File: src/rtl/ledstrip_pkg.sv
// rtl/ledstrip_pkg.sv - shared FSM encoding, counter width and elaboration helpers for ws2812_stream
package ledstrip_pkg;

    localparam int CNT_W = 20;

    typedef enum logic [1:0] {
        POR_WAIT = 2'd0,
        IDLE     = 2'd1,
        SEND     = 2'd2,
        LATCH    = 2'd3
    } led_state_t;

    // Truncating conversion; evaluated at elaboration only.
    function automatic int ns_to_cycles(input int clock_mhz, input int ns);
        return (clock_mhz * ns) / 1000;
    endfunction

    // FIFO entry is {latch, pixel}.
    function automatic int entry_width(input int bits_per_led);
        return bits_per_led + 1;
    endfunction

endpackage

File: src/rtl/ws2812_stream_if.sv
// rtl/ws2812_stream_if.sv - pixel write handshake between the register block and ws2812_stream
interface ws2812_stream_if;
    logic [31:0] data_in;
    logic        latch_in;
    logic        valid;
    logic        ready;

    modport master (output data_in, output latch_in, output valid, input ready);
    modport slave  (input data_in, input latch_in, input valid, output ready);
endinterface

File: src/rtl/ledstrip_fifo.sv
// rtl/ledstrip_fifo.sv - synchronous first-word-fall-through FIFO with occupancy count
module ledstrip_fifo #(
    parameter int WIDTH = 25,
    parameter int DEPTH = 4
) (
    input  logic                       clk,
    input  logic                       rst,
    input  logic                       push,
    input  logic [WIDTH-1:0]           wdata,
    input  logic                       pop,
    output logic [WIDTH-1:0]           rdata,
    output logic                       full,
    output logic                       empty,
    output logic [$clog2(DEPTH+1)-1:0] level
);

    localparam int PTR_W = $clog2(DEPTH);
    localparam int LVL_W = $clog2(DEPTH + 1);

    logic [WIDTH-1:0] mem [DEPTH];
    logic [PTR_W-1:0] wr_ptr;
    logic [PTR_W-1:0] rd_ptr;
    logic             push_ok;
    logic             pop_ok;

    assign push_ok = push && !full;
    assign pop_ok  = pop && !empty;
    assign full    = (level == LVL_W'(DEPTH));
    assign empty   = (level == '0);
    assign rdata   = mem[rd_ptr];

    always_ff @(posedge clk) begin
        if (push_ok) begin
            mem[wr_ptr] <= wdata;
        end
    end

    // Depth is a power of two, so the pointers wrap naturally.
    always_ff @(posedge clk or posedge rst) begin
        if (rst) begin
            wr_ptr <= '0;
            rd_ptr <= '0;
            level  <= '0;
        end else begin
            if (push_ok) begin
                wr_ptr <= wr_ptr + PTR_W'(1);
            end
            if (pop_ok) begin
                rd_ptr <= rd_ptr + PTR_W'(1);
            end
            case ({push_ok, pop_ok})
                2'b10:   level <= level + LVL_W'(1);
                2'b01:   level <= level - LVL_W'(1);
                default: level <= level;
            endcase
        end
    end

endmodule

File: src/rtl/ws2812_stream.sv
// rtl/ws2812_stream.sv - streaming WS2812 strip driver; LEDSTRIP_UNDERRUN_EN adds the sticky underrun flag
module ws2812_stream
    import ledstrip_pkg::*;
#(
    parameter int CLOCK_MHZ    = 64,
    parameter int BITS_PER_LED = 24,
    parameter int FIFO_DEPTH   = 4,
    parameter int T0H_NS       = 400,
    parameter int T1H_NS       = 800,
    parameter int PERIOD_NS    = 1250,
    parameter int RES_NS       = 300000
) (
    input  logic                            clk,
    input  logic                            rst,
    ws2812_stream_if.slave                  bus,
    output logic [$clog2(FIFO_DEPTH+1)-1:0] level,
    output logic                            busy,
`ifdef LEDSTRIP_UNDERRUN_EN
    input  logic                            clear_underrun,
    output logic                            underrun,
`endif
    output logic                            led
);

    localparam int T0H_I    = ns_to_cycles(CLOCK_MHZ, T0H_NS);
    localparam int T1H_I    = ns_to_cycles(CLOCK_MHZ, T1H_NS);
    localparam int PERIOD_I = ns_to_cycles(CLOCK_MHZ, PERIOD_NS);
    localparam int RES_I    = ns_to_cycles(CLOCK_MHZ, RES_NS);
    localparam int EW       = entry_width(BITS_PER_LED);
    localparam int BIT_W    = $clog2(BITS_PER_LED);

    localparam logic [CNT_W-1:0] T0H_C       = CNT_W'(T0H_I);
    localparam logic [CNT_W-1:0] T1H_C       = CNT_W'(T1H_I);
    localparam logic [CNT_W-1:0] PERIOD_LAST = CNT_W'(PERIOD_I - 1);
    localparam logic [CNT_W-1:0] RES_LAST    = CNT_W'(RES_I - 1);
    localparam logic [BIT_W-1:0] LAST_BIT    = BIT_W'(BITS_PER_LED - 1);

    if (RES_I >= (1 << CNT_W)) begin : g_bad_res
        $error("ws2812_stream: latch time does not fit the timing counter");
    end
    if (T1H_I >= PERIOD_I) begin : g_bad_t1h
        $error("ws2812_stream: T1H must be shorter than the bit period");
    end
    if (BITS_PER_LED != 24 && BITS_PER_LED != 32) begin : g_bad_bits
        $error("ws2812_stream: BITS_PER_LED must be 24 or 32");
    end
    if (FIFO_DEPTH < 2 || FIFO_DEPTH > 16 || (FIFO_DEPTH & (FIFO_DEPTH - 1)) != 0) begin : g_bad_depth
        $error("ws2812_stream: FIFO_DEPTH must be a power of two in 2..16");
    end

    logic [EW-1:0] wdata;
    logic [EW-1:0] rdata;
    logic          push;
    logic          pop;
    logic          full;
    logic          empty;
    logic          unused_data;

    assign bus.ready   = !full;
    assign push        = bus.valid && bus.ready;
    assign wdata       = {bus.latch_in, bus.data_in[BITS_PER_LED-1:0]};
    assign unused_data = ^bus.data_in;

    ledstrip_fifo #(
        .WIDTH (EW),
        .DEPTH (FIFO_DEPTH)
    ) u_fifo (
        .clk   (clk),
        .rst   (rst),
        .push  (push),
        .wdata (wdata),
        .pop   (pop),
        .rdata (rdata),
        .full  (full),
        .empty (empty),
        .level (level)
    );

    led_state_t              state, state_nxt;
    logic [CNT_W-1:0]        cnt, cnt_nxt;
    logic [BIT_W-1:0]        bit_idx, bit_nxt;
    logic [BITS_PER_LED-1:0] shreg, sh_nxt;
    logic                    latch_flag, lf_nxt;
    logic                    led_nxt;
    logic [CNT_W-1:0]        txh;
    logic [CNT_W-1:0]        cnt_inc;

    assign txh     = shreg[BITS_PER_LED-1] ? T1H_C : T0H_C;
    assign cnt_inc = cnt + CNT_W'(1);

    // The power-up wait is not pending work, so only SEND/LATCH or queued pixels count.
    assign busy = (state == SEND) || (state == LATCH) || !empty;

    always_ff @(posedge clk or posedge rst) begin
        if (rst) begin
            state      <= POR_WAIT;
            cnt        <= '0;
            bit_idx    <= '0;
            shreg      <= '0;
            latch_flag <= 1'b0;
            led        <= 1'b0;
        end else begin
            state      <= state_nxt;
            cnt        <= cnt_nxt;
            bit_idx    <= bit_nxt;
            shreg      <= sh_nxt;
            latch_flag <= lf_nxt;
            led        <= led_nxt;
        end
    end

    // led is registered, so led_nxt is the level for the counter value being loaded.
    always_comb begin
        state_nxt = state;
        cnt_nxt   = cnt;
        bit_nxt   = bit_idx;
        sh_nxt    = shreg;
        lf_nxt    = latch_flag;
        led_nxt   = 1'b0;
        pop       = 1'b0;
        case (state)
            POR_WAIT, LATCH: begin
                if (cnt == RES_LAST) begin
                    state_nxt = IDLE;
                    cnt_nxt   = '0;
                end else begin
                    cnt_nxt = cnt_inc;
                end
            end
            IDLE: begin
                if (!empty) begin
                    pop       = 1'b1;
                    sh_nxt    = rdata[BITS_PER_LED-1:0];
                    lf_nxt    = rdata[BITS_PER_LED];
                    bit_nxt   = '0;
                    cnt_nxt   = '0;
                    led_nxt   = 1'b1;
                    state_nxt = SEND;
                end
            end
            SEND: begin
                if (cnt != PERIOD_LAST) begin
                    cnt_nxt = cnt_inc;
                    led_nxt = (cnt_inc < txh);
                end else if (bit_idx != LAST_BIT) begin
                    sh_nxt  = {shreg[BITS_PER_LED-2:0], 1'b0};
                    bit_nxt = bit_idx + BIT_W'(1);
                    cnt_nxt = '0;
                    led_nxt = 1'b1;
                end else if (latch_flag) begin
                    state_nxt = LATCH;
                    cnt_nxt   = '0;
                end else if (!empty) begin
                    pop     = 1'b1;
                    sh_nxt  = rdata[BITS_PER_LED-1:0];
                    lf_nxt  = rdata[BITS_PER_LED];
                    bit_nxt = '0;
                    cnt_nxt = '0;
                    led_nxt = 1'b1;
                end else begin
                    state_nxt = IDLE;
                    cnt_nxt   = '0;
                end
            end
            default: state_nxt = POR_WAIT;
        endcase
    end

`ifdef LEDSTRIP_UNDERRUN_EN
    logic underrun_set;

    // An unlatched pixel ending with nothing queued means the CPU fell behind.
    assign underrun_set = (state == SEND) && (cnt == PERIOD_LAST) && (bit_idx == LAST_BIT)
                          && !latch_flag && empty;

    always_ff @(posedge clk or posedge rst) begin
        if (rst) begin
            underrun <= 1'b0;
        end else if (underrun_set) begin
            underrun <= 1'b1;
        end else if (clear_underrun) begin
            underrun <= 1'b0;
        end
    end
`endif

endmodule

File: src/flat_wrapper.sv
// flat-port wrapper written by rule: the top's interface ports become plain ports
module ws2812_stream_flat import ledstrip_pkg::*;
#(
    parameter int CLOCK_MHZ    = 64,
    parameter int BITS_PER_LED = 24,
    parameter int FIFO_DEPTH   = 4,
    parameter int T0H_NS       = 400,
    parameter int T1H_NS       = 800,
    parameter int PERIOD_NS    = 1250,
    parameter int RES_NS       = 300000
)
  (clk, rst, level, busy, led, bus_data_in, bus_latch_in, bus_valid, bus_ready);
  ws2812_stream_if bus_i ();
  input  logic clk;
  input  logic rst;
  output logic [$clog2(FIFO_DEPTH+1)-1:0] level;
  output logic busy;
  output logic led;
  input wire logic [$bits(bus_i.data_in)-1:0] bus_data_in;
  input wire logic [$bits(bus_i.latch_in)-1:0] bus_latch_in;
  input wire logic [$bits(bus_i.valid)-1:0] bus_valid;
  output wire logic [$bits(bus_i.ready)-1:0] bus_ready;
  assign bus_i.data_in = bus_data_in;
  assign bus_i.latch_in = bus_latch_in;
  assign bus_i.valid = bus_valid;
  assign bus_ready = bus_i.ready;
  ws2812_stream #(.CLOCK_MHZ(CLOCK_MHZ), .BITS_PER_LED(BITS_PER_LED), .FIFO_DEPTH(FIFO_DEPTH), .T0H_NS(T0H_NS), .T1H_NS(T1H_NS), .PERIOD_NS(PERIOD_NS), .RES_NS(RES_NS)) u_core (.clk(clk), .rst(rst), .bus(bus_i), .level(level), .busy(busy), .led(led));
endmodule
File: config.mk
export PLATFORM = sky130hd
export DESIGN_NAME = ws2812_stream_flat
export DESIGN_NICKNAME = d
export VERILOG_FILES = /design/src/rtl/ledstrip_pkg.sv /design/src/rtl/ws2812_stream_if.sv /design/src/rtl/ledstrip_fifo.sv /design/src/rtl/ws2812_stream.sv /design/src/flat_wrapper.sv
export SDC_FILE = /design/constraint.sdc
export NUM_CORES = 1
export LEC_CHECK = 0
export ABC_AREA = 1
export CORE_MARGIN = 2
export CORE_UTILIZATION = 31
export DETAILED_ROUTE_END_ITERATION = 10
export PLACE_DENSITY = 0.44
export SLEW_MARGIN = 5
export SYNTH_ARGS = -nofsm -noshare
export SYNTH_HDL_FRONTEND = slang
export SYNTH_SLANG_ARGS = --single-unit
File: constraint.sdc
create_clock -name clk -period 3.1 [get_ports clk]
set_clock_uncertainty 0.15 [all_clocks]
set_input_delay 0.62 -clock clk [delete_from_list [all_inputs] [get_ports clk]]
set_output_delay 0.62 -clock clk [all_outputs]
set_load 0.03 [all_outputs]
* Word level (Yosys, flattened, before mapping)
Memories as Yosys holds them, arrays and structs flattened. Cells that the tools add are included.
Storage, ports and cells: flip-flop bits (word level) 60, bits in latches 0, memory bits (writable) 100, memory bits (read-only) 0, input bits 36, output and inout port bits 6, logic and storage cells 86, memories kept 1
Memories:
- u_core.u_fifo.mem | words 4, width 25, read ports 1, clocked after memory_dff 0, wr ports 1, line ledstrip_fifo.sv:20 | logic [WIDTH-1:0] mem [DEPTH];
Operators by class: add/sub/neg operators 6, $mul 0, div/mod/pow operators 0, order comparisons 1, equality and inequality tests 15, shifts and indexed selects 0, muxes and demuxes 39, bitwise gates (word level) 0, reductions and logical operators 15
Operators by type and width (number):
- $mux W24 | 4
- $mux W20 | 3
- $pmux W20 S3 | 1
- $pmux W24 S2 | 1
- $add A20 B1 Y20 const B | 1
- $eq A20 B15 Y1 const B | 1
- $lt A20 B20 Y1 | 1
- $mux W5 | 4
- $ne A20 B7 Y1 const B | 1
- $mux W1 | 13
- $mux W2 | 6
- $pmux W5 S2 | 1
- $eq A2 B2 Y1 const B | 3
- $mux W6 | 1
- $ne A2 B2 Y1 const B | 3
- $pmux W1 S2 | 3
- $pmux W2 S3 | 1
- $pmux W3 S2 | 1
- $add A5 B1 Y5 const B | 1
- $ne A5 B5 Y1 const B | 1
- $reduce_and A5 Y1 | 1
- $add A2 B1 Y2 const B | 2
- $eq A2 B1 Y1 const B | 2
- $reduce_and A4 Y1 | 1
- 14 further kinds | 19

* Longest topological paths before layout
depth in word-level cells 9, depth in mapped cells 15, mapped depth without buffers 15

* Hierarchy
Synthesis repeated with hierarchy kept, for this count alone.
Second synthesis, totals: cell total of the unflattened synthesis 786, area, all modules 7747.4 sq um
By module, submodules not included:
- ledstrip_fifo | times used 1, cells each 354, area an instance 4470.5 sq um, sequential area each 3178.0 sq um
- ws2812_stream | times used 1, cells each 432, area an instance 3276.9 sq um, sequential area each 1326.3 sq um

* Worst setup path after synthesis
OpenSTA, ideal clock, no wires.
path kind register -> register, from register u_core.u_fifo.level[0], to memory u_core.u_fifo.mem[0][0], enable pin, data arrival time 2.245 ns, data required time 2.543 ns, path slack 0.298 ns, cell stages (with the launch flop) 5, clock period less this slack 2.802 ns, cells stage by stage dfrtp_1 nor2_1 nand2_1 nand2_1 nor2_1
On the way: cells in the longest elaborated chain, start to end 6
RTL lines:
- start, declared | line ledstrip_fifo.sv:14 | output logic [$clog2(DEPTH+1)-1:0] level
- start signal, assigned | line ledstrip_fifo.sv:52 | 2'b10: level <= level + LVL_W'(1);
- start signal, assigned | line ledstrip_fifo.sv:53 | 2'b01: level <= level - LVL_W'(1);
- start signal, assigned | line ledstrip_fifo.sv:54 | default: level <= level;
- $eq A3 B3 Y1 (*) | line ledstrip_fifo.sv:28 | assign full = (level == LVL_W'(DEPTH));
- $logic_not A1 Y1 (*) | line ws2812_stream.sv:59 | assign bus.ready = !full;
- named net bus_ready | line flat_wrapper.sv:22 | output wire logic [$bits(bus_i.ready)-1:0] bus_ready;
- $logic_and A1 B1 Y1 | line ws2812_stream.sv:60 | assign push = bus.valid && bus.ready;
- $logic_and A1 B1 Y1 (*) | line ledstrip_fifo.sv:26 | assign push_ok = push && !full;
- $mux W1 (*) | line ledstrip_fifo.sv:33 | if (push_ok) begin
- $mux W1 (not written as such) (*) | line ledstrip_fifo.sv:34 | mem[wr_ptr] <= wdata;
- end, declared | line ledstrip_fifo.sv:20
Mark *: on every way through the listed nets, which the timed path passes. The rest lies on a longest branch.

* Final worst setup path
from register u_core.state[0], to output port busy
On the way: cells in the longest elaborated chain, start to end 3, elaborated cells between the ends (all ways) 4, classes of those cells eq/ne (2); reduce/logical (2)
RTL lines:
- start, declared | line ws2812_stream.sv:79 | led_state_t state, state_nxt;
- start signal, assigned | line ws2812_stream.sv:103 | state <= state_nxt;
- $eq A2 B2 Y1 | line ws2812_stream.sv:92 | assign busy = (state == SEND) || (state == LATCH) || !empty;
- $logic_or A1 B1 Y1 (*) (2 in series) | line ws2812_stream.sv:92
- end, declared | line flat_wrapper.sv:17 | output logic busy;
Mark *: on every way between the ends. The rest lies on a longest branch, timed or not.

==> metrics.txt <==
synth unique cells=34; Reg2Reg Depth=15; ANT nets after route=0; P per Cell Area=524 mW/mm2; post-synthesis simple-gate area fraction=0.176; Hold Crit Depth=2; post-synth net total=809; final hold vios=0; leak pwr=between 3 and 4 nW; Worst Path Arrival=2070 ps; Ports=42; Avg WL per Cell=roughly 15 um; drc violations=0; GPL Wtd Cong=roughly 0.82; H-tree depth=4; largest net degree at the start of global routing=53; Synth Instances=about 760; clk sinks=160; initial core utilization=0.314; Max Cap Viol=0; largest stage delay on the critical path=around 660 ps; unrepaired setup endpoints after global routing=no; Yosys reg bits=160; synth cell count leaders=nor2_1 (153), nand2_1 (106), edfxtp_1 (100); Core ar.=~0.023 mm2; via/cell ratio=approximately 4.7; CTS clk-pin slew, worst paths=70 ps; CTS tree=done; post-synthesis xor/xnor area fraction=0.00833; Req. time, crit path=2330 ps; kind of critical path=register to output pin; Synth top area share=0.408; post-place setup slack=between 200 and 250 ps; Final min period=2840 ps; fin worst setup slack=roughly 260 ps; drt initial violations=roughly 360; critical path's top delay family=buffers and inverters; status=finished, final reports clean; Core Rows=56; P&R area growth vs syn=18.4%; critical path's slowest cell=clkdlybuf4s50_1; CTS buffer count=17; share of cells above drive strength 1=0.0890; worst r2r src=u_core.cnt[0]$_DFFE_PP0P_; Worst-Skew Late Latency=between 400 and 500 ps; Crit Path Max Fanout=7; via count=roughly 5300; Cell Area, Synth=0.00736 mm2; Async S/R FF share, synth=0.375; All-Layer GR Usage=0.148; sequential element share of the synthesized area=0.612; Max VDD drop=between 0.0004 and 0.0005 V; 1st-pass router iterations=5; DRT Wirelength=between 15000 and 20000 um; Chip Height=158 um; area leader, netlist=edfxtp_1; total gr overflow=0; Fmax=352 MHz; Detail Placement HPWL=just over 10000 um; endpoints failing setup=0; max-slew violations=0; warnings from Yosys=0; Avg Cell Area, Syn=between 9 and 10 um2; setup bufs post-CTS=0; CP Cell Sequence=inv_1, ha_1, nor2_1, nand2_1, clkdlybuf4s50_1; Min-Delay Path Class=register to register; # port buffers=33; headroom to the max-slew limit=0.454; most numerous cell in the Yosys netlist=nor2_1; most common flop cell mapped by yosys=edfxtp_1; number of antenna violations at the first check in global routing=0; overall die area=0.0250 mm2; Root Buffer=clkbuf_16; worst slew pin tran=816 ps; CTS max path bufs=2; Hold Crit Start=u_core.shreg[12]$_DFFE_PP0P_; post-synthesis adder-cell area fraction=0.0248; WP buf/inv=2; vias in the first global route=around 5400; hold endpoint=u_core.shreg[12]$_DFFE_PP0P_; TNS Setup=0 ps; largest family of logic cells by synthesized area=simple AND/OR/NAND/NOR gates; CTS Hold Bufs=0; Die X=158 um; first-pass GRT wire length=around 28000 um; post_cts resized=0; number of synthesized flops with an enable pin=100; compound-gate portion of the synthesized area=0.121; Critical R2R Capture=u_core.u_fifo.level[2]$_DFFE_PP0P_; Final period util=0.916; mux cell area share after synthesis=0; flop2flop setup slack=approximately 260 ps; final net count=846; Startpoint Class=register; ant diodes=0; CP Capture Type=output pin; largest cells by area after synthesis=edfxtp_1 (41%), dfrtp_1 (20%), nor2_1 (7.8%)
==> layout make-up <==
type,count,area (um2)
clock buffers,17,425
clock inverters,15,214
well taps,319,399
fillers,2345,14700
multi-input cells,496,2450
repair buffers,45,433
flip-flops and latches,160,4500
inverters,76,287
==> worst reg2reg max path: stages (launching register included) <==
cell and delay (ps):
dfrtp_1 420, ha_2 280, nand3_2 130, nor2_1 130, nand2_1 90, nor2_4 140, nand3_1 80, nand2_1 90
nand3_1 150, inv_1 90, ha_1 130, inv_1 70, fa_1 380, a21oi_1 140, o21ai_0 110, xor2_1 150
==> where the power goes <==
part | internal (mW) | leakage [nW] | total, mW | switching, mW
Combinational | 0.0328 | 1.28 | 0.0664 | 0.0336
Clock | 1.13 | 0.306 | 2.23 | 1.10
Sequential | 2.27 | 1.71 | 2.27 | 0
==> flip-flops by register name, summed over array words and instances (netlist names), 2 cells and up <==
register	cells
u_core.shreg	24
u_core.u_fifo.wr_ptr	2
u_core.u_fifo.level	3
u_core.bit_idx	5
u_core.cnt	20
u_core.state	2
u_core.u_fifo.rd_ptr	2
u_core.u_fifo.mem	100
==> cell families (layout without fill, tap and decap cells) <==
logic type,after synthesis,count (layout)
AOI/OAI and AO/OA,163,163
buffers and inverters,103,153
DFF,160,160
xor gates and xnor gates,7,7
and+or+nand+nor,312,312
adders and majority gates,14,14
==> metal layers <==
| layer | global-route usage | vias to the layer above | wire length [um] |
|---|---|---|---|
| li1 | - | 2646 | - |
| met1 | 0.187 | 2577 | 7810 |
| met2 | 0.254 | 79 | 8460 |
| met3 | 0.0285 | 9 | 604 |
| met4 | 0.0519 | 0 | 134 |
| met5 | 0 | - | 0 |
==> worst max-delay path by stage <==
stage	slack, ps	from	depth (start not counted)	endpoint
floorplan	300	u_core.u_fifo.level[0]$_DFFE_PP0P_	4	u_core.u_fifo.mem[0][0]$_DFFE_PP_
global placement	220	u_core.cnt[0]$_DFFE_PP0P_	15	u_core.u_fifo.level[2]$_DFFE_PP0P_
detailed placement	220	u_core.cnt[0]$_DFFE_PP0P_	15	u_core.u_fifo.level[2]$_DFFE_PP0P_
CTS	210	u_core.cnt[0]$_DFFE_PP0P_	15	u_core.u_fifo.level[2]$_DFFE_PP0P_
global route	20	u_core.cnt[0]$_DFFE_PP0P_	15	u_core.u_fifo.level[2]$_DFFE_PP0P_
finish	260	u_core.state[0]$_DFFE_PP0P_	5	busy
==> stage by stage <==
stage	cells	util	power [mW]	hold WS (ps)	instance area [um2]
after detailed placement	1096	0.345	2.38	360	8070
after global routing	1128	0.372	4.75	387	8710
final	1128	0.372	4.57	369	8710
after CTS	1128	0.372	4.64	372	8710
after global placement	1096	0.345	2.38	346	8070
after floorplan	759	-	2.33	318	7360
==> cells in the final DEF, fill, tap and decap left out, drive strengths merged <==
cell type	netlist	layout
fa	1	1
nand3b	1	1
clkdlybuf4s50	0	33
nor2	159	159
edfxtp	100	100
nand3	27	27
o22ai	40	40
o211ai	1	1
dfrtp	60	60
o21ai	65	65
a22oi	1	1
nor3	8	8
xor2	5	5
clkbuf	19	17
buf	8	12
ha	13	13
nand4	7	7
xnor2	2	2
a21oi	56	56
and2	1	1
inv	75	85
clkinv	1	6
nand2	109	109
No activity file was read; power rests on OpenSTA's default activity.
